--- src/rtl/wb_bus_arbiter_2m.sv ---
// wb_bus_arbiter_2m: two-master / one-slave Wishbone arbiter.
// Master 0 is the control unit and master 1 is the debug/host bridge.
// Round-robin arbitration on simultaneous requests, lock hold, and a
// watchdog that answers a stalled access with err instead of hanging.
module wb_bus_arbiter_2m #(
    parameter int unsigned TIMEOUT_CYCLES = 255,
    parameter bit          RESET_LAST     = 1'b1
) (
    input  logic        clk_i,
    input  logic        rst_i,

    input  logic [31:0] m0_addr_i,
    input  logic [31:0] m0_dat_i,
    output logic [31:0] m0_dat_o,
    input  logic        m0_we_i,
    input  logic [3:0]  m0_sel_i,
    input  logic        m0_cyc_i,
    input  logic        m0_stb_i,
    input  logic        m0_lock_i,
    output logic        m0_ack_o,
    output logic        m0_err_o,
    output logic        m0_rty_o,

    input  logic [31:0] m1_addr_i,
    input  logic [31:0] m1_dat_i,
    output logic [31:0] m1_dat_o,
    input  logic        m1_we_i,
    input  logic [3:0]  m1_sel_i,
    input  logic        m1_cyc_i,
    input  logic        m1_stb_i,
    input  logic        m1_lock_i,
    output logic        m1_ack_o,
    output logic        m1_err_o,
    output logic        m1_rty_o,

    output logic [31:0] s_addr_o,
    output logic [31:0] s_dat_o,
    input  logic [31:0] s_dat_i,
    output logic        s_we_o,
    output logic [3:0]  s_sel_o,
    output logic        s_cyc_o,
    output logic        s_stb_o,
    output logic        s_lock_o,
    input  logic        s_ack_i,
    input  logic        s_err_i,
    input  logic        s_rty_i,

    output logic [1:0]  gnt_o,
    output logic        timeout_o
);

    typedef enum logic [1:0] {
        S_IDLE  = 2'd0,
        S_GNT0  = 2'd1,
        S_GNT1  = 2'd2,
        S_TOERR = 2'd3
    } state_t;

    // Watchdog count value on the last stalled cycle before err is forced
    localparam logic [15:0] LP_WD_LAST = 16'(TIMEOUT_CYCLES - 1);

    state_t      r_state;
    logic [1:0]  r_gnt;
    logic        r_timeout;
    logic [15:0] r_wdog;
    logic        r_last;

    logic        w_sel0;
    logic        w_sel1;
    logic        w_term;
    logic        w_own_cyc;
    logic        w_own_lock;
    logic        w_expire;

    assign w_sel0     = (r_state == S_GNT0);
    assign w_sel1     = (r_state == S_GNT1);
    assign w_term     = s_ack_i | s_err_i | s_rty_i;
    assign w_own_cyc  = w_sel1 ? m1_cyc_i  : m0_cyc_i;
    assign w_own_lock = w_sel1 ? m1_lock_i : m0_lock_i;
    assign w_expire   = (w_sel0 | w_sel1) & s_stb_o & ~w_term & (r_wdog == LP_WD_LAST);

    // Slave port carries the owning master's request; bus is idle otherwise
    always_comb begin
        s_addr_o = '0;
        s_dat_o  = '0;
        s_we_o   = 1'b0;
        s_sel_o  = '0;
        s_cyc_o  = 1'b0;
        s_stb_o  = 1'b0;
        s_lock_o = 1'b0;
        if (w_sel0) begin
            s_addr_o = m0_addr_i;
            s_dat_o  = m0_dat_i;
            s_we_o   = m0_we_i;
            s_sel_o  = m0_sel_i;
            s_cyc_o  = m0_cyc_i;
            s_stb_o  = m0_stb_i;
            s_lock_o = m0_lock_i;
        end else if (w_sel1) begin
            s_addr_o = m1_addr_i;
            s_dat_o  = m1_dat_i;
            s_we_o   = m1_we_i;
            s_sel_o  = m1_sel_i;
            s_cyc_o  = m1_cyc_i;
            s_stb_o  = m1_stb_i;
            s_lock_o = m1_lock_i;
        end
    end

    // Slave responses reach only the owner. r_timeout is high exactly in
    // TOERR, where r_last already names the master whose access timed out,
    // so late slave terminations in TOERR/IDLE are never forwarded.
    assign m0_ack_o = w_sel0 & s_ack_i;
    assign m0_rty_o = w_sel0 & s_rty_i;
    assign m0_err_o = (w_sel0 & s_err_i) | (r_timeout & ~r_last);
    assign m0_dat_o = w_sel0 ? s_dat_i : '0;

    assign m1_ack_o = w_sel1 & s_ack_i;
    assign m1_rty_o = w_sel1 & s_rty_i;
    assign m1_err_o = (w_sel1 & s_err_i) | (r_timeout & r_last);
    assign m1_dat_o = w_sel1 ? s_dat_i : '0;

    assign gnt_o     = r_gnt;
    assign timeout_o = r_timeout;

    // Arbitration FSM with registered grant/timeout outputs and watchdog
    always_ff @(posedge clk_i) begin
        if (rst_i) begin
            r_state   <= S_IDLE;
            r_gnt     <= '0;
            r_timeout <= 1'b0;
            r_wdog    <= '0;
            r_last    <= RESET_LAST;
        end else begin
            r_timeout <= 1'b0;
            case (r_state)
                S_IDLE: begin
                    r_wdog <= '0;
                    if (m0_cyc_i && m1_cyc_i) begin
                        if (r_last) begin
                            r_state <= S_GNT0;
                            r_gnt   <= 2'b01;
                        end else begin
                            r_state <= S_GNT1;
                            r_gnt   <= 2'b10;
                        end
                    end else if (m0_cyc_i) begin
                        r_state <= S_GNT0;
                        r_gnt   <= 2'b01;
                    end else if (m1_cyc_i) begin
                        r_state <= S_GNT1;
                        r_gnt   <= 2'b10;
                    end
                end

                S_GNT0, S_GNT1: begin
                    if (!w_own_cyc && !w_own_lock) begin
                        r_state <= S_IDLE;
                        r_gnt   <= '0;
                        r_last  <= w_sel1;
                        r_wdog  <= '0;
                    end else if (w_expire) begin
                        r_state   <= S_TOERR;
                        r_gnt     <= '0;
                        r_timeout <= 1'b1;
                        r_last    <= w_sel1;
                        r_wdog    <= '0;
                    end else if (w_term) begin
                        r_wdog <= '0;
                    end else if (s_stb_o) begin
                        r_wdog <= r_wdog + 16'd1;
                    end
                end

                S_TOERR: begin
                    r_state <= S_IDLE;
                    r_wdog  <= '0;
                end

                default: begin
                    r_state <= S_IDLE;
                    r_gnt   <= '0;
                    r_wdog  <= '0;
                end
            endcase
        end
    end

endmodule
--- config.mk ---
export PLATFORM = sky130hd
export DESIGN_NAME = wb_bus_arbiter_2m
export DESIGN_NICKNAME = d
export VERILOG_FILES = /design/src/rtl/wb_bus_arbiter_2m.sv
export SDC_FILE = /design/constraint.sdc
export NUM_CORES = 1
export LEC_CHECK = 0
export BUFFER_PORTS_ARGS = -buffer_cell sky130_fd_sc_hd__clkbuf_2
export CELL_PAD_IN_SITES_DETAIL_PLACEMENT = 2
export CELL_PAD_IN_SITES_GLOBAL_PLACEMENT = 2
export CORE_AREA = 2 2 140 142
export DETAILED_ROUTE_END_ITERATION = 12
export DIE_AREA = 0 0 142 144
export GPL_TIMING_DRIVEN = 0
export PLACE_DENSITY = 0.88
export SYNTH_ARGS = -nofsm -noshare
export SYNTH_HDL_FRONTEND = slang
export SYNTH_SLANG_ARGS = --single-unit
--- constraint.sdc ---
create_clock -name clk_i -period 3 [get_ports clk_i]
set_input_delay 0 -clock clk_i [delete_from_list [all_inputs] [get_ports clk_i]]
set_output_delay 0 -clock clk_i [all_outputs]
set_load 0.005 [all_outputs]
==> summary.md, run 1 <==
| Metric | Value |
|---|---|
| CP max stage cell | clkbuf_1 |
| Total Wirelength | 18.0 mm |
| Hold Crit Class | primary input to flip-flop |
| Layout filler cell count | about 2300 |
| Setup violation total in the final timing report | 0 |
| Post-Synthesis Cells | between 300 and 400 |
| Drt pass-1 iters | 4 |
| Largest stage delay, worst path | 0.50 ns |
| Post-CTS sizing | 0 |
| Sw Pwr | ~1.4 mW |
| Mapped cell area | 0.00242 mm² |
| Max clock buf depth | 2 |
| Sw Ratio | 0.467 |
| CP Buf/Inv Count | 5 |
| Setup WS pre-CTS | approximately 0.52 ns |
| CTS tree | built |
| Die span in y | approximately 140 µm |
| Core area | 0.0191 mm² |
| Max cap viols | 0 |
| CTS root buffer | clkbuf_16 |
| Final #Nets | roughly 840 |
| Final Hold Viols | 0 |
| CTS hold repair buffers | 0 |
| GRT overflow | 0 |
| Critical Path End Type | output pin |
| Vias/cell | 4.36 |
| Final worst slack | 0.416 ns |
| Int Pwr | between 1.5 and 2 mW |
| Pin count of the biggest net entering global routing | 14 |
| H-tree Lvls | 1 |
| DP HPWL | ~16 mm |
| First-pass GRT wire length | ~25 mm |
| GRT Overall Usage | 0.160 |
| Initial DRC Count | 64 |
| CP Data Arrival Time | roughly 2.6 ns |
| Yosys cell types | 45 |
| Most frequent cells in the layout | clkbuf_2, a22o_1, and2_1, nand2_1, dfxtp_1 |
| Main flop type after synthesis | dfxtp_1 |
| Die Wd | 142 µm |
| Drt drc | 0 |
| Total setup buffers inserted after CTS | 0 |
| Vias in the first global route | around 4000 |
| Number of I/O pins | 326 |
| Fmax | 387 MHz |
| Critical Path Source Type | flip-flop |
| Total CTS buffers | 3 |
| Share of total power in sequential cells | 0.117 |
| Critical Path, Cell by Cell | inv_1 > ha_1 > clkbuf_1 > clkbuf_1 > clkbuf_1 > and2_1 > clkbuf_2 |
| Area grow syn2layout | 84.0% |
| Worst vdd ir | 194 µV |
| Via Count | 3859 |
| RSZ-0062 raised after global routing | false |
| Die area | around 0.02 mm² |
| Number of nets with antenna violations after routing | 0 |
| Antenna Cells | 0 |
| Post-synthesis sequential area ratio | 0.182 |
| Routed len/inst | 20.3 µm |
| Hold path cells | 2 |
| Overall Power | a little under 3 mW |
| Combinational power share | 0.751 |
| Initial core utilization | 0.127 |
| Placer congestion estimate | about 0.83 |
| Synth Register Bits | 22 |
| PortBufs | between 300 and 400 |
| Slew Limit Fails | 0 |
| Crit Path Category | flip-flop to output pin |
| CP Depth | 7 |
| Tmin final | around 2.6 ns |
| Reg2reg path depth | 10 |
| Max-slew headroom | 0.603 |
| Leak | ~2.3 nW |
| Mapped Avg Cell Area | about 7.6 µm² |
| Clock sink count | 22 |
| Post-synth EDFFs | 0 |
| Initial antenna violation count | 1 |
| Layout cells sized above 1 | 0.529 |
| Clk Latency, worst-skew pair | between 0.2 and 0.3 ns |
| Least-Margin Pin Slew | 0.596 ns |
| Tcrit/Tclk final | 0.861 |
| Min Hold Slack | 0.00543 ns |
| Setup Skew | ~0.0095 ns |
| Syn nets | 506 |
| Cell Rows | 51 |
| Clock Pin Slew Worst Setup and Hold Paths | roughly 0.07 ns |
| Pwr dens | ~650 mW/mm² |
| Commonest non-fill, non-tap cell in the layout | clkbuf_2 |
| Worst-path fanout max | 10 |
| Setup TNS | 0 ns |
| Worst path most repeated cell | clkbuf_1 |
| Outcome | finished clean |
| Delay-heaviest family, CP | buffers and inverters |
| Clk pwr share | 0.132 |
| Yosys warnings | 0 |
| Req. time, crit path | around 3 ns |
| Async SR Flop Fraction | 0 |
## Yosys cell counts, types with 2 or more instances
cell type,n,share of area
buf_2,2,0.0041
or4_1,3,0.0093
nand4_1,2,0.0052
o21ai_1,2,0.0041
xnor2_1,5,0.018
dfxtp_1,22,0.18
nand3_1,8,0.017
buf_6,2,0.0093
inv_1,7,0.011
a41oi_2,2,0.013
a31oi_1,2,0.0052
a211oi_1,3,0.0093
nor4b_1,2,0.0072
a22o_1,69,0.25
and3_1,3,0.0078
a211o_1,2,0.0072
or3_1,2,0.0052
buf_1,3,0.0047
a21o_1,2,0.0062
nand2_1,22,0.034
and2_1,69,0.18
ha_1,6,0.031
a21oi_1,9,0.019
nor4_1,2,0.0052
o21ai_0,12,0.025
nor3_1,6,0.012
clkbuf_1,21,0.033
nor2_1,12,0.019
## state kept, by name, summed over array words and instances, names as in the netlist
signal	flops
r_last	1
r_wdog	16
r_state	2
gnt_o	2
timeout_o	1
## metal layers
metal / up-vias / track usage / share of wire
met3: 7 / 0.0500 / 0.083
li1: 1829 / - / -
met1: 1881 / 0.196 / 0.40
met2: 142 / 0.284 / 0.51
met5: - / 0 / 0
met4: 0 / 0.0158 / 0.0043
## power groups by stage
| stage | combinational, mW | sequential (mW) | clock [mW] |
|---|---|---|---|
| floorplan | 1.07 | 0.339 | 0 |
| global placement | 2.16 | 0.343 | 0 |
| detailed placement | 2.21 | 0.346 | 0 |
| CTS | 2.23 | 0.339 | 0.389 |
| global route | 2.42 | 0.342 | 0.410 |
| finish | 2.17 | 0.339 | 0.381 |
## final cells by class
cell class,instances,area [µm²],area share
plain buffers,28,123,0.0276
clock buffers,3,75.1,0.0169
clock inverters,1,30.0,0.00675
inverters,8,32.5,0.00732
multi-input cells,261,1820,0.410
flip-flops and latches,22,440,0.0990
well taps,238,298,0.0670
repair buffers,325,1630,0.366
## worst paths after layout
| kind | startpoint | endpoint | slack [ns] |
|---|---|---|---|
| worst max-delay path | r_state[1] | m0_dat_o[22] | 0.42 |
| worst min-delay path | rst_i | r_last | 0.005 |
| worst max register to register | r_state[0] | r_wdog[3] | 0.55 |
| worst min register to register | gnt_o[0] | gnt_o[0] | 0.48 |
## logic make-up (layout without fill, tap and decap cells)
family          Yosys count  after routing  share of synthesized area
compound gates          107            107                      0.358
simple gates            141            141                      0.339
fa+ha+maj                 6              6                     0.0311
xor+xnor                  6              6                     0.0217
buf+inv                  36            365                     0.0642
flops                    22             22                      0.182
mux                       1              1                    0.00414
## per-stage QoR
stage	util	std cells	cell area, µm²
floorplan	-	319	2420
global placement	0.228	882	4340
detailed placement	0.228	882	4340
CTS	0.233	886	4450
global route	0.233	886	4450
finish	0.233	886	4450
No activity file was read; power rests on OpenSTA's default activity.
==> inputs of run 2 (changes only) <==
==> constraint.sdc (replaced) <==
create_clock -name clk_i -period 2.9 [get_ports clk_i]
set_input_delay 0 -clock clk_i [delete_from_list [all_inputs] [get_ports clk_i]]
set_output_delay 0 -clock clk_i [all_outputs]
set_load 0.005 [all_outputs]
==> summary.md, run 2 (synthesis gave the netlist of run 1 again) <==
| Metric | Value |
|---|---|
| Tcrit/Tclk final | 0.867 |
| Critical Path Source Type | flip-flop |
| Cell Rows | 51 (unchanged) |
| Initial core utilization | 0.127 (unchanged) |
| Total setup buffers inserted after CTS | 0 (unchanged) |
| Clk pwr share | 0.132 (about the same) |
| Final Hold Viols | 0 (unchanged) |
| Delay-heaviest family, CP | buffers and inverters |
| Least-Margin Pin Slew | 0.575 ns (-0.0208 ns) |
| Pwr dens | 673 mW/mm² (+3.4%) |
| Die span in y | 144 µm (unchanged) |
| Overall Power | 2.99 mW (+3.5%) |
| GRT Overall Usage | 0.160 (unchanged) |
| Biggest register | r_wdog |
| Total CTS buffers | 3 (unchanged) |
| Hold path cells | 2 (unchanged) |
| Hold Crit Class | primary input to flip-flop |
| DP HPWL | 16.0 mm (unchanged) |
| Commonest non-fill, non-tap cell in the layout | clkbuf_2 |
| Req. time, crit path | 2.90 ns (-0.10 ns) |
| Reg2reg path depth | 10 (unchanged) |
| Largest register FFs | 16 (unchanged) |
| Clock Pin Slew Worst Setup and Hold Paths | 0.07 ns (about the same) |
| Worst vdd ir | 201 µV (+3.4%) |
| Routed len/inst | 20.3 µm (about the same) |
| CP Buf/Inv Count | 6 (+1) |
| Clk Latency, worst-skew pair | 0.26 ns (about the same) |
| Via Count | 3858 (-0.026%) |
| Fmax | between 300 and 400 MHz |
| Sw Pwr | 1.40 mW (+3.4%) |
| Combinational power share | 0.751 (about the same) |
| Initial antenna violation count | 1 (unchanged) |
| Leak | 2.35 nW (+0.14%) |
| Max cap viols | 0 (unchanged) |
| Total Wirelength | 18.0 mm (about the same) |
| Setup TNS | 0 ns (unchanged) |
| Outcome | finished clean |
| Pin count of the biggest net entering global routing | 14 (unchanged) |
| Area grow syn2layout | 84.0% (about the same) |
| R2r setup slk | 0.45 ns (-0.10 ns) |
| Most frequent cells in the layout | clkbuf_2, a22o_1, and2_1, nand2_1, dfxtp_1 |
| H-tree Lvls | 1 (unchanged) |
| R2R Path End | r_wdog[3] |
| GRT overflow | 0 (unchanged) |
| RSZ-0062 raised after global routing | false |
| Max-slew headroom | 0.617 (+0.0138) |
| Share of total power in sequential cells | 0.117 (about the same) |
| Die Wd | 142 µm (unchanged) |
| Initial DRC Count | 75 (+17%) |
| Slew Limit Fails | 0 (unchanged) |
| Placed Cells | 882 (unchanged) |
| Final #Nets | 836 (unchanged) |
| Die area | 0.0204 mm² (unchanged) |
| CTS tree | built |
| CP Depth | 9 (+2) |
| Number of I/O pins | 326 (unchanged) |
| Number of nets with antenna violations after routing | 0 (unchanged) |
| Post-Layout Cell Count | 886 (unchanged) |
| Reg-to-reg critical path startpoint | r_state[0] |
| Drt drc | 0 (unchanged) |
| CP max stage cell | buf_1 |
| CP Data Arrival Time | 2.51 ns (-0.07 ns) |
| Worst-path fanout max | 10 (unchanged) |
| Placer congestion estimate | 0.826 (unchanged) |
| HP Start | rst_i |
| Critical Path End Type | output pin |
| Antenna Cells | 0 (unchanged) |
| Core area | 0.0191 mm² (unchanged) |
| Critical Path, Cell by Cell | inv_1 > ha_1 > buf_2 > nor2b_4 > buf_6 > clkbuf_1 > buf_1 > a22o_1 > clkbuf_2 |
| Vias/cell | 4.35 (about the same) |
| Int Pwr | 1.60 mW (+3.5%) |
| Sw Ratio | 0.467 (about the same) |
| Setup Skew | 0.00945 ns (unchanged) |
| CTS root buffer | clkbuf_16 |
| Drt pass-1 iters | 4 (unchanged) |
| PortBufs | 325 (unchanged) |
| Tmin final | approximately 2.5 ns |
| Layout cells sized above 1 | 0.531 (+0.00154) |
| Crit Path Category | flip-flop to output pin |
| First-pass GRT wire length | 24.7 mm (unchanged) |
| Largest stage delay, worst path | 0.41 ns (-0.09 ns) |
| Max clock buf depth | 2 (unchanged) |
| Vias in the first global route | 3897 (unchanged) |
| Clock sink count | 22 (unchanged) |
| Hold EP | r_last |
| Layout filler cell count | 2341 (-0.043%) |
| Setup violation total in the final timing report | 0 (unchanged) |
[run 2: cell count changes in the layout (fill, tap and decap cells not counted)]
cell / previous run / this run
clkbuf_1: 21 / 20
clkbuf_2: 325 / 326
[run 2: cell type report]
type,count,area (µm²),share of cell area
buffer,28,124,0.0278
clock buffer,3,75.1,0.0169
clock inverter,1,30.0,0.00675
inverter,8,32.5,0.00731
multi-input combinational,261,1820,0.410
sequential,22,440,0.0990
tap,238,298,0.0669
timing repair buffer,325,1630,0.366
[run 2: worst max-delay path by stage]
stage	from	slack, ns	endpoint
final	r_state[0]	0.39	s_addr_o[25]
after global routing	r_state[0]	0.17	s_addr_o[14]
after CTS	r_state[1]	0.18	m0_dat_o[22]
after detailed placement	r_state[0]	0.42	r_wdog[5]
after global placement	r_state[1]	0.50	m0_dat_o[22]
after floorplan	r_state[0]	0.79	r_wdog[3]
[run 2: what timing repair did]
item,in CTS,in global routing
resized for setup,0,2
setup endpoints to repair,0,10
hold buffers,0,0
[run 2: through the flow]
step           worst slack [ns]  area [µm²]  hold slack, ns  utilization
2_1_floorplan             0.788        2420          0.0944            -
3_3_place_gp              0.502        4340           0.284        0.228
3_5_place_dp              0.422        4340           0.276        0.228
4_1_cts                   0.183        4450         0.00980        0.233
5_1_grt                   0.166        4450          0.0259        0.233
6_report                  0.386        4450         0.00543        0.233
[run 2: power by group through the flow]
stage	Clock (mW)	Sequential (mW)	Combinational [mW]
final	0.394	0.350	2.25
after CTS	0.402	0.351	2.30
after floorplan	0	0.350	1.11
after global routing	0.424	0.354	2.50
after global placement	0	0.355	2.24
after detailed placement	0	0.358	2.29
[run 2: per-layer routing]
metal	share of wire	wire, µm	GRT usage
met5	0	0	0
met4	0.0043	78	0.0158
met3	0.082	1470	0.0500
met2	0.51	9200	0.284
met1	0.40	7210	0.196
==> inputs of run 3 (changes only) <==
--- a/config.mk
+++ b/config.mk
@@ -12,6 +12,7 @@
 export DETAILED_ROUTE_END_ITERATION = 12
 export DIE_AREA = 0 0 142 144
 export GPL_TIMING_DRIVEN = 0
+export MAX_ROUTING_LAYER = met4
 export PLACE_DENSITY = 0.88
 export SYNTH_ARGS = -nofsm -noshare
 export SYNTH_HDL_FRONTEND = slang
==> summary.md, run 3 (synthesis gave the netlist of run 1 again) <==
| Metric | Value |
|---|---|
| Placed Cells | 882 (unchanged) |
| First-pass GRT wire length | 24.7 mm (+0.11%) |
| Post-CTS sizing | 0 (unchanged) |
| Outcome | finished clean |
| Largest register FFs | 16 (unchanged) |
| Met1 usage | 0.197 (+0.000601) |
| Number of nets with antenna violations after routing | 0 (unchanged) |
| Critical Path End Type | output pin |
| Die area | 0.0204 mm² (unchanged) |
| M2 GR Usage | 0.284 (about the same) |
| Setup Skew | 0.00973 ns (+0.000279 ns) |
| Core area | 0.0191 mm² (unchanged) |
| Cell Rows | 51 (unchanged) |
| Setup TNS | 0 ns (unchanged) |
| Drt pass-1 iters | 4 (unchanged) |
| R2r setup slk | 0.45 ns (about the same) |
| Most Crowded Layer GR | met2 |
| CP Data Arrival Time | 2.51 ns (about the same) |
| Max cap viols | 0 (unchanged) |
| Antenna Cells | 0 (unchanged) |
| Die Wd | 142 µm (unchanged) |
| Fmax | 398 MHz (+0.11%) |
| Tcrit/Tclk final | 0.866 (-0.000927) |
| Initial DRC Count | 74 (-1.3%) |
| Most frequent cells in the layout | clkbuf_2, a22o_1, and2_1, nand2_1, dfxtp_1 |
| Biggest register | r_wdog |
| RSZ-0062 raised after global routing | false |
| Drt drc | 0 (unchanged) |
| Worst vdd ir | 202 µV (+0.50%) |
| CTS tree | built |
| Total Wirelength | 18.0 mm (+0.23%) |
| Area grow syn2layout | 84.0% (unchanged) |
| GR Util met3 | 0.0500 (unchanged) |
| Hold Crit Class | primary input to flip-flop |
| Slew Limit Fails | 0 (unchanged) |
| Max-slew headroom | 0.629 (+0.0125) |
| Total CTS buffers | 3 (unchanged) |
| Max clock buf depth | 2 (unchanged) |
| Multi-input gate area | 0.00182 mm² (unchanged) |
| Vias/cell | 4.37 (+0.39%) |
| Via Count | 3873 (+0.39%) |
| Vias in the first global route | 3891 (-0.15%) |
| Tmin final | 2.51 ns (-0.00269 ns) |
| Placer congestion estimate | 0.842 (+1.9%) |
| Critical Path Source Type | flip-flop |
| DP HPWL | 16.0 mm (unchanged) |
| Layout filler cell count | 2341 (unchanged) |
| Clock Pin Slew Worst Setup and Hold Paths | 0.07 ns (about the same) |
| Crit Path Category | flip-flop to output pin |
| CTS root buffer | clkbuf_16 |
| Worst-path fanout max | 10 (unchanged) |
| Total setup buffers inserted after CTS | 0 (unchanged) |
| PortBufs | 325 (unchanged) |
| Pwr dens | 673 mW/mm² (about the same) |
| Clk Latency, worst-skew pair | 0.26 ns (about the same) |
| FF+latch area | 440 µm² (unchanged) |
| Initial core utilization | 0.127 (unchanged) |
| Req. time, crit path | 2.90 ns (about the same) |
| Layout cells sized above 1 | 0.531 (unchanged) |
| Least-Margin Pin Slew | 0.556 ns (-0.0188 ns) |
| CTS hold repair buffers | 0 (unchanged) |
| Pin count of the biggest net entering global routing | 14 (unchanged) |
| Leak | 2.35 nW (unchanged) |
| Routed len/inst | 20.3 µm (+0.23%) |
| GRT Overall Usage | 0.165 (+0.00475) |
| Post-Layout Cell Count | 886 (unchanged) |
| GRT overflow | 0 (unchanged) |
| Number of I/O pins | 326 (unchanged) |
| Setup violation total in the final timing report | 0 (unchanged) |
| Commonest non-fill, non-tap cell in the layout | clkbuf_2 |
| Clock sink count | 22 (unchanged) |
| Die span in y | 144 µm (unchanged) |
| Final #Nets | 836 (unchanged) |
| Final Hold Viols | 0 (unchanged) |
| Initial antenna violation count | 1 (unchanged) |
| H-tree Lvls | 1 (unchanged) |
[run 3: final timing paths]
| kind | start | to | depth (start not counted) |
|---|---|---|---|
| max | r_state[0] | s_addr_o[11] | 9 |
| min | rst_i | r_last | 2 |
| max reg2reg | r_state[0] | r_wdog[3] | 10 |
| min reg2reg | gnt_o[0] | gnt_o[0] | 2 |
[run 3: layout make-up]
class | count | share of cell area
multi-input combinational | 261 | 0.410
timing repair buffer | 325 | 0.366
sequential | 22 | 0.0990
tap | 238 | 0.0669
buffer | 28 | 0.0278
clock buffer | 3 | 0.0169
inverter | 8 | 0.00731
clock inverter | 1 | 0.00675
[run 3: through the flow]
step / power, mW / setup WS (ns) / instance area, µm² / utilization / hold slack, ns
2_1_floorplan: 1.46 / 0.788 / 2420 / - / 0.0944
3_3_place_gp: 2.59 / 0.502 / 4340 / 0.228 / 0.284
3_5_place_dp: 2.65 / 0.422 / 4340 / 0.228 / 0.276
4_1_cts: 3.06 / 0.183 / 4450 / 0.233 / 0.00980
5_1_grt: 3.28 / 0.166 / 4450 / 0.233 / 0.0260
6_report: 3.00 / 0.389 / 4450 / 0.233 / 0.00949
[run 3: critical path: stages, from the launching register on]
cell      delay [ns]
dfxtp_1         0.34
inv_1           0.11
ha_1            0.15
buf_2           0.19
nor2b_4         0.17
buf_6           0.14
clkbuf_1        0.36
buf_1           0.43
a22o_1          0.23
clkbuf_2        0.12
[run 3: power by group]
part | internal (mW) | switching (mW)
Sequential | 0.327 | 0.0234
Clock | 0.275 | 0.119
Combinational | 0.994 | 1.26
Total | 1.60 | 1.40
[run 3: per-layer routing]
layer  vias to the layer above  share of wire
met5                         -              0
met4                         0         0.0052
met3                        12          0.081
met2                       152           0.51
met1                      1879           0.40
li1                       1830              -
